File: src/rtl/mbist_1500_wrapper.sv
// IEEE 1500 wrapped MBIST engine (MATS+ / March C-) with functional/BIST SRAM port mux.
// Engine ops issue one per cycle in RUN; read compares complete one cycle later (DRAIN covers the last).
module mbist_1500_wrapper #(
  parameter int ADDR_W = 9,
  parameter int DATA_W = 32,
  parameter int FCNT_W = 8
) (
  input  logic              clk,
  input  logic              rst_n,
  input  logic              csb0_ext,
  input  logic              web0_ext,
  input  logic [ADDR_W-1:0] addr0_ext,
  input  logic [DATA_W-1:0] din0_ext,
  output logic [DATA_W-1:0] dout0_ext,
  output logic              csb0,
  output logic              web0,
  output logic [ADDR_W-1:0] addr0,
  output logic [DATA_W-1:0] din0,
  input  logic [DATA_W-1:0] dout0,
  input  logic              wsi,
  output logic              wso,
  input  logic              select_wir,
  input  logic              capture_wr,
  input  logic              shift_wr,
  input  logic              update_wr,
  output logic              bist_busy,
  output logic              bist_done,
  output logic              bist_pass
);

  localparam int SW = FCNT_W + ADDR_W + 2;
  localparam logic [2:0] I_CFG    = 3'b001;
  localparam logic [2:0] I_STATUS = 3'b010;

  typedef enum logic [1:0] {S_IDLE, S_RUN, S_DRAIN, S_DONE} state_t;

  typedef struct packed {
    logic down;
    logic two;
    logic op0_rd;
    logic op0_val;
    logic op1_val;
    logic last;
  } elem_t;

  logic [2:0]        wir_sh, wir_q;
  logic [3:0]        cfg_sh, cfg_q;
  logic [SW-1:0]     st_sh;
  logic              wby;
  state_t            state, state_nxt;
  logic [1:0]        alg_q;
  logic [2:0]        elem_q;
  logic              opi_q;
  logic [ADDR_W-1:0] addr_q, raddr_q;
  logic              rd_pend, exp_q;
  logic [FCNT_W-1:0] fail_cnt;
  logic [ADDR_W-1:0] ffa;
  logic              done_r, pass_r;

  function automatic logic elem_down(input logic alg, input logic [2:0] e);
    elem_down = alg ? (e == 3'd3 || e == 3'd4) : (e == 3'd2);
  endfunction

  // Element table: alg=0 MATS+, alg=1 March C-; two-op elements are read-then-write per address.
  function automatic elem_t elem_dec(input logic alg, input logic [2:0] e);
    elem_t d;
    d = '0;
    d.down = elem_down(alg, e);
    d.last = 1'b1;
    if (!alg) begin
      case (e)
        3'd0: d.last = 1'b0;
        3'd1: begin d.two = 1'b1; d.op0_rd = 1'b1; d.op1_val = 1'b1; d.last = 1'b0; end
        3'd2: begin d.two = 1'b1; d.op0_rd = 1'b1; d.op0_val = 1'b1; end
        default: ;
      endcase
    end else begin
      case (e)
        3'd0: d.last = 1'b0;
        3'd1, 3'd3: begin d.two = 1'b1; d.op0_rd = 1'b1; d.op1_val = 1'b1; d.last = 1'b0; end
        3'd2, 3'd4: begin d.two = 1'b1; d.op0_rd = 1'b1; d.op0_val = 1'b1; d.last = 1'b0; end
        3'd5: d.op0_rd = 1'b1;
        default: ;
      endcase
    end
    return d;
  endfunction

  logic sel_cfg, sel_st, sel_by, update_act, start_req, dis_req;
  assign sel_cfg    = !select_wir && (wir_q == I_CFG);
  assign sel_st     = !select_wir && (wir_q == I_STATUS);
  assign sel_by     = !select_wir && !sel_cfg && !sel_st;
  assign update_act = update_wr && !capture_wr && !shift_wr;
  assign start_req  = update_act && sel_cfg && cfg_sh[1] && cfg_sh[0];
  assign dis_req    = update_act && sel_cfg && !cfg_sh[0];

  // WSP shift/shadow registers; the start bit is never stored in the CFG shadow.
  always_ff @(posedge clk or negedge rst_n) begin
    if (!rst_n) begin
      wir_sh <= '0;
      wir_q  <= '0;
      cfg_sh <= '0;
      cfg_q  <= '0;
      st_sh  <= '0;
      wby    <= 1'b0;
    end else begin
      if (select_wir) begin
        if (capture_wr)     wir_sh <= wir_q;
        else if (shift_wr)  wir_sh <= {wsi, wir_sh[2:1]};
        else if (update_wr) wir_q  <= wir_sh;
      end
      if (sel_cfg) begin
        if (capture_wr)     cfg_sh <= cfg_q;
        else if (shift_wr)  cfg_sh <= {wsi, cfg_sh[3:1]};
        else if (update_wr) cfg_q  <= {cfg_sh[3:2], 1'b0, cfg_sh[0]};
      end
      if (sel_st) begin
        if (capture_wr)     st_sh <= {fail_cnt, ffa, done_r, pass_r};
        else if (shift_wr)  st_sh <= {wsi, st_sh[SW-1:1]};
      end
      if (sel_by) begin
        if (capture_wr)     wby <= 1'b0;
        else if (shift_wr)  wby <= wsi;
      end
    end
  end

  always_comb begin
    wso = wby;
    if (select_wir)   wso = wir_sh[0];
    else if (sel_cfg) wso = cfg_sh[0];
    else if (sel_st)  wso = st_sh[0];
  end

  elem_t             cur;
  logic              op_go, op_rd, op_val, step_end, addr_last, last_op, nxt_down, mis;
  assign cur       = elem_dec(alg_q[0], elem_q);
  assign nxt_down  = elem_down(alg_q[0], elem_q + 3'd1);
  assign op_go     = (state == S_RUN) && !alg_q[1];
  assign op_rd     = opi_q ? 1'b0 : cur.op0_rd;
  assign op_val    = opi_q ? cur.op1_val : cur.op0_val;
  assign step_end  = !cur.two || opi_q;
  assign addr_last = cur.down ? (addr_q == '0) : (addr_q == '1);
  assign last_op   = step_end && addr_last && cur.last;
  assign mis       = rd_pend && (state == S_RUN || state == S_DRAIN) &&
                     (dout0 != {DATA_W{exp_q}});

  always_comb begin
    state_nxt = state;
    case (state)
      S_IDLE, S_DONE: if (start_req) state_nxt = S_RUN;
      S_RUN: begin
        if (alg_q[1])     state_nxt = S_DONE;
        else if (last_op) state_nxt = S_DRAIN;
      end
      S_DRAIN: state_nxt = S_DONE;
      default: state_nxt = S_IDLE;
    endcase
    if (dis_req) state_nxt = S_IDLE;
  end

  always_ff @(posedge clk or negedge rst_n) begin
    if (!rst_n) begin
      state    <= S_IDLE;
      alg_q    <= '0;
      elem_q   <= '0;
      opi_q    <= 1'b0;
      addr_q   <= '0;
      raddr_q  <= '0;
      rd_pend  <= 1'b0;
      exp_q    <= 1'b0;
      fail_cnt <= '0;
      ffa      <= '0;
      done_r   <= 1'b0;
      pass_r   <= 1'b0;
    end else begin
      state   <= state_nxt;
      rd_pend <= op_go && op_rd;
      exp_q   <= op_val;
      raddr_q <= addr_q;
      if (start_req && (state == S_IDLE || state == S_DONE)) begin
        alg_q    <= cfg_sh[3:2];
        elem_q   <= '0;
        opi_q    <= 1'b0;
        addr_q   <= '0;
        fail_cnt <= '0;
        ffa      <= '0;
        done_r   <= 1'b0;
        pass_r   <= 1'b0;
      end else begin
        if (op_go) begin
          if (step_end) begin
            opi_q <= 1'b0;
            if (addr_last) begin
              elem_q <= elem_q + 3'd1;
              addr_q <= nxt_down ? '1 : '0;
            end else begin
              addr_q <= cur.down ? addr_q - ADDR_W'(1) : addr_q + ADDR_W'(1);
            end
          end else begin
            opi_q <= 1'b1;
          end
        end
        if (mis) begin
          if (fail_cnt != '1) fail_cnt <= fail_cnt + FCNT_W'(1);
          if (fail_cnt == '0) ffa <= raddr_q;
        end
        // The DRAIN compare lands on the same edge as the pass decision, so fold it in.
        if (!dis_req && state == S_DRAIN) begin
          done_r <= 1'b1;
          pass_r <= (fail_cnt == '0) && !mis;
        end else if (!dis_req && state == S_RUN && alg_q[1]) begin
          done_r <= 1'b1;
          pass_r <= 1'b0;
        end
      end
    end
  end

  assign bist_busy = (state == S_RUN) || (state == S_DRAIN);
  assign bist_done = done_r;
  assign bist_pass = pass_r;
  assign dout0_ext = dout0;

  always_comb begin
    csb0  = csb0_ext;
    web0  = web0_ext;
    addr0 = addr0_ext;
    din0  = din0_ext;
    if (cfg_q[0]) begin
      csb0  = !op_go;
      web0  = !(op_go && !op_rd);
      addr0 = addr_q;
      din0  = {DATA_W{op_val}};
    end
  end

endmodule

File: config.mk
export PLATFORM = sky130hd
export DESIGN_NAME = mbist_1500_wrapper
export DESIGN_NICKNAME = d
export VERILOG_FILES = /design/src/rtl/mbist_1500_wrapper.sv
export SDC_FILE = /design/constraint.sdc
export NUM_CORES = 1
export LEC_CHECK = 0
export BUFFER_PORTS_ARGS = -buffer_cell sky130_fd_sc_hd__buf_2
export CORE_AREA = 2 2 84 126
export DETAILED_ROUTE_END_ITERATION = 6
export DIE_AREA = 0 0 86 128
export GPL_ROUTABILITY_DRIVEN = 0
export PLACE_DENSITY_LB_ADDON = 0.3
export SKIP_CTS_REPAIR_TIMING = 1
export SLEW_MARGIN = 30
export SYNTH_ARGS = -nofsm -noshare
export SYNTH_HDL_FRONTEND = slang
export SYNTH_SLANG_ARGS = --single-unit
export TNS_END_PERCENT = 20
File: constraint.sdc
create_clock -name clk -period 9.05 [get_ports clk]
set_input_delay 0.4525 -clock clk [delete_from_list [all_inputs] [get_ports clk]]
set_output_delay 0.4525 -clock clk [all_outputs]
set_load 0.02 [all_outputs]
==> flow_summary.ini <==
[floorplan]
coreArea_um2 = 9970
start_util_pct = 51.5
fp.dieW_um = 86
rows = 45
fp.dieArea_um2 = 11000
die_height_um = 128
ios = 161

[finish]
mostFrequentLayoutCell = buf_2
num-fill-cells = 865
final_cell_mix = buf_2 (159), nor2_1 (96), dfrtp_1 (80), nand2_1 (58), o21ai_0 (46)
antenna_cells = 0
multi_input_area_um2 = 2650
seq_area_um2 = 2000
syn_to_final_growth_pct = 17.9
final_util_pct = 60.8
drive_gt1_share_pct = 29.5
nets = 803

[grt]
grt_pass1_wl_um = 18900
gr-usage-met3_pct = 2.64
use_met1_pct = 24.0
antenna_found_initial = 0
gr-usage-met2_pct = 38.5
grtUsageTotal_pct = 21.1
grt_max_degree = 81
grt-ovfl-total = 0
grt_pass1_vias = 4292
busiest_layer = met2

[yosys]
netlist_area_um2 = 5130
avgSynthCellArea_um2 = 8.70
synthCells = 590
async_flop_share_pct = 100
yosys_most_used_dff = dfrtp_1
yosys_warnings = 0
ys_ff_latch = 80
synth_edf_count = 0
ys_seq_area_share_pct = 39.0
syn_nets = 690
synth_cell_types = 57

[worst_setup_path]
cp.depth = 12
crit_fanout = 11
cp_slowest_cell = o21ai_1
path_class = flip-flop to flip-flop
arrival_ns = 3.68
critPathMostFrequentCell = inv_1
path_buf_inv = 2
worstPathCellList = inv_1, ha_1, mux2i_1, o21ai_1, inv_1, fa_1, nand2b_1, a21oi_1, nor4_1, o21ai_0, xnor2_1, o211ai_1
reg2reg_depth = 12
max_stage_delay_ns = 0.71
critPathCaptureType = flip-flop
critPathTopFamily = compound AO/OA/AOI/OAI gates
cp_data_required_time_ns = 9.26
critPathLaunchType = flip-flop

[timing]
max_clock_freq_mhz = 288
slew_headroom_pct = 39.8
rsz0062_at_grt = false
slew_viol_final = 0
fin_tns_setup_ns = 0
final.setup_skew_ns = 0.00452
worst_pin_slew_ns = 0.897
fin_crit_sh_pct = 38.3
timing.final.hold_violations = 0
setup_viol = 0
period_minus_slack_ns = 3.47

[clock_network]
cts_tree = yes
clockRootBuffer = clkbuf_16
worstSkewPairLatency_ns = 0.33
cts_made_buffers = 9
clk_pin_slew_worst_paths_ns = 0.05
cts_buffer_depth = 2
h-tree-depth = 3
clock_sinks = 80

[worst_hold_path]
hold_class = input port to async pin

[power_and_ir_drop]
p_switching_mw = 0.533
powerDensity_nw_per_um2 = 231
clkPwrFrac_pct = 27.2
peakVddDrop_uv = 171
sw_frac_of_total_pct = 38.1
p_int_mw = 0.867
cellLeakagePower_nw = 3.00
p_comb_share_pct = 38.9
power_frac_seq_pct = 33.9

[routing]
wl_per_cell_um = 13.8
ant_nets = 0
drt-initial-drc-count = 217
vias = 4573
drt-total-wl_um = 11400
firstDrtPassIters = 4
drc_errors = 0
avgViaCountPerCell = 5.54

[placement]
hpwl_um = 8470
port_buffers = 160

[flow_run]
maxCapViolCount = 0

[status]
run_status = finished, final reports clean
==> cells by family (layout without fill, tap and decap cells) <==
| group | Yosys count | count (layout) | synth area share, % |
|---|---|---|---|
| AO/OA/AOI/OAI | 114 | 114 | 14.4 |
| multiplexers | 40 | 40 | 8.19 |
| buffers and inverters | 91 | 209 | 9.55 |
| XOR/XNOR | 10 | 10 | 1.71 |
| flip-flops | 80 | 80 | 39.0 |
| AND/OR/NAND/NOR | 237 | 237 | 22.7 |
| adder cells (fa/ha/maj) | 18 | 18 | 4.53 |
==> power by group through the flow <==
stage          clock (mW)  sequential [mW]  combinational (mW)
6_report            0.380            0.475               0.545
3_3_place_gp            0            0.477               0.532
3_5_place_dp            0            0.481               0.545
4_1_cts             0.387            0.475               0.550
5_1_grt             0.400            0.485               0.603
2_1_floorplan           0            0.456               0.409
==> through the flow <==
stage	setup slack (ns)	instance area [um^2]	power, mW	instances	hold WS (ns)
2_1_floorplan	6.11	5130	0.865	590	0.157
3_5_place_dp	5.61	5730	1.03	809	0.470
4_1_cts	5.60	6050	1.41	825	0.324
3_3_place_gp	5.76	5730	1.01	809	0.461
6_report	5.58	6060	1.40	825	0.145
5_1_grt	5.28	6060	1.49	825	0.214
==> layout make-up <==
type | count | share of cell area, %
Inverter | 30 | 1.86
Multi-Input combinational cell | 419 | 43.8
Tap cell | 117 | 2.42
Sequential cell | 80 | 33.1
Clock buffer | 13 | 4.13
Timing Repair Buffer | 163 | 13.7
Clock inverter | 3 | 1.07
==> worst paths after layout <==
path,endpoint,from,slack (ns)
setup / recovery,addr_q[8],elem_q[0],5.58
hold / removal,addr_q[7],rst_n,0.15
setup reg to reg,addr_q[8],elem_q[0],5.58
hold reg to reg,st_sh[2],st_sh[2],0.48
max in group asynchronous,wir_sh[0],rst_n,8.42
min in group clk,wby,wsi,0.47
==> cells in the mapped netlist, drive strengths merged, types with 5 or more instances <==
cell type   n  area share [%]
nor2       97             7.1
dfrtp      80              39
nand2      58             4.2
o21ai      52             5.4
buf        41             5.9
inv        30             2.2
mux2i      27             5.3
nand3      24             2.5
clkbuf     20             1.5
a21oi      18             1.8
ha         17             4.1
mux2       13             2.9
a22o        9             1.5
nor3        8            0.78
or3         8            0.97
nor4        7             1.9
or4         7             1.2
nand3b      6            0.88
nand4       6            0.73
o22ai       6            0.97
a31oi       5            0.61
nand2b      5            0.61
nor2b       5            0.61
o211ai      5             1.0
o31ai       5            0.73
xnor2       5            0.85
xor2        5            0.85
==> worst register-to-register path: stages (launching register included) <==
cell	delay [ns]
dfrtp_1	0.43
inv_1	0.14
ha_1	0.27
mux2i_1	0.10
o21ai_1	0.71
inv_1	0.26
fa_1	0.46
nand2b_1	0.22
a21oi_1	0.20
nor4_1	0.08
o21ai_0	0.21
xnor2_1	0.14
o211ai_1	0.11
==> flip-flops by register name, summed over array words and instances (netlist names), 2 cells and up <==
register and count:
cfg_sh 4, addr_q 9, ffa 9, fail_cnt 8, cfg_q 3, st_sh 19
wir_sh 3, wir_q 3, elem_q 3, alg_q 2, raddr_q 9, state 2
==> routing by layer <==
metal | part of all wire (%) | up-vias
met1 | 39 | 2150
li1 | - | 2234
met4 | 1.8 | 0
met5 | 0 | -
met3 | 6.1 | 14
met2 | 53 | 175
(Power assumes the default switching activity.)
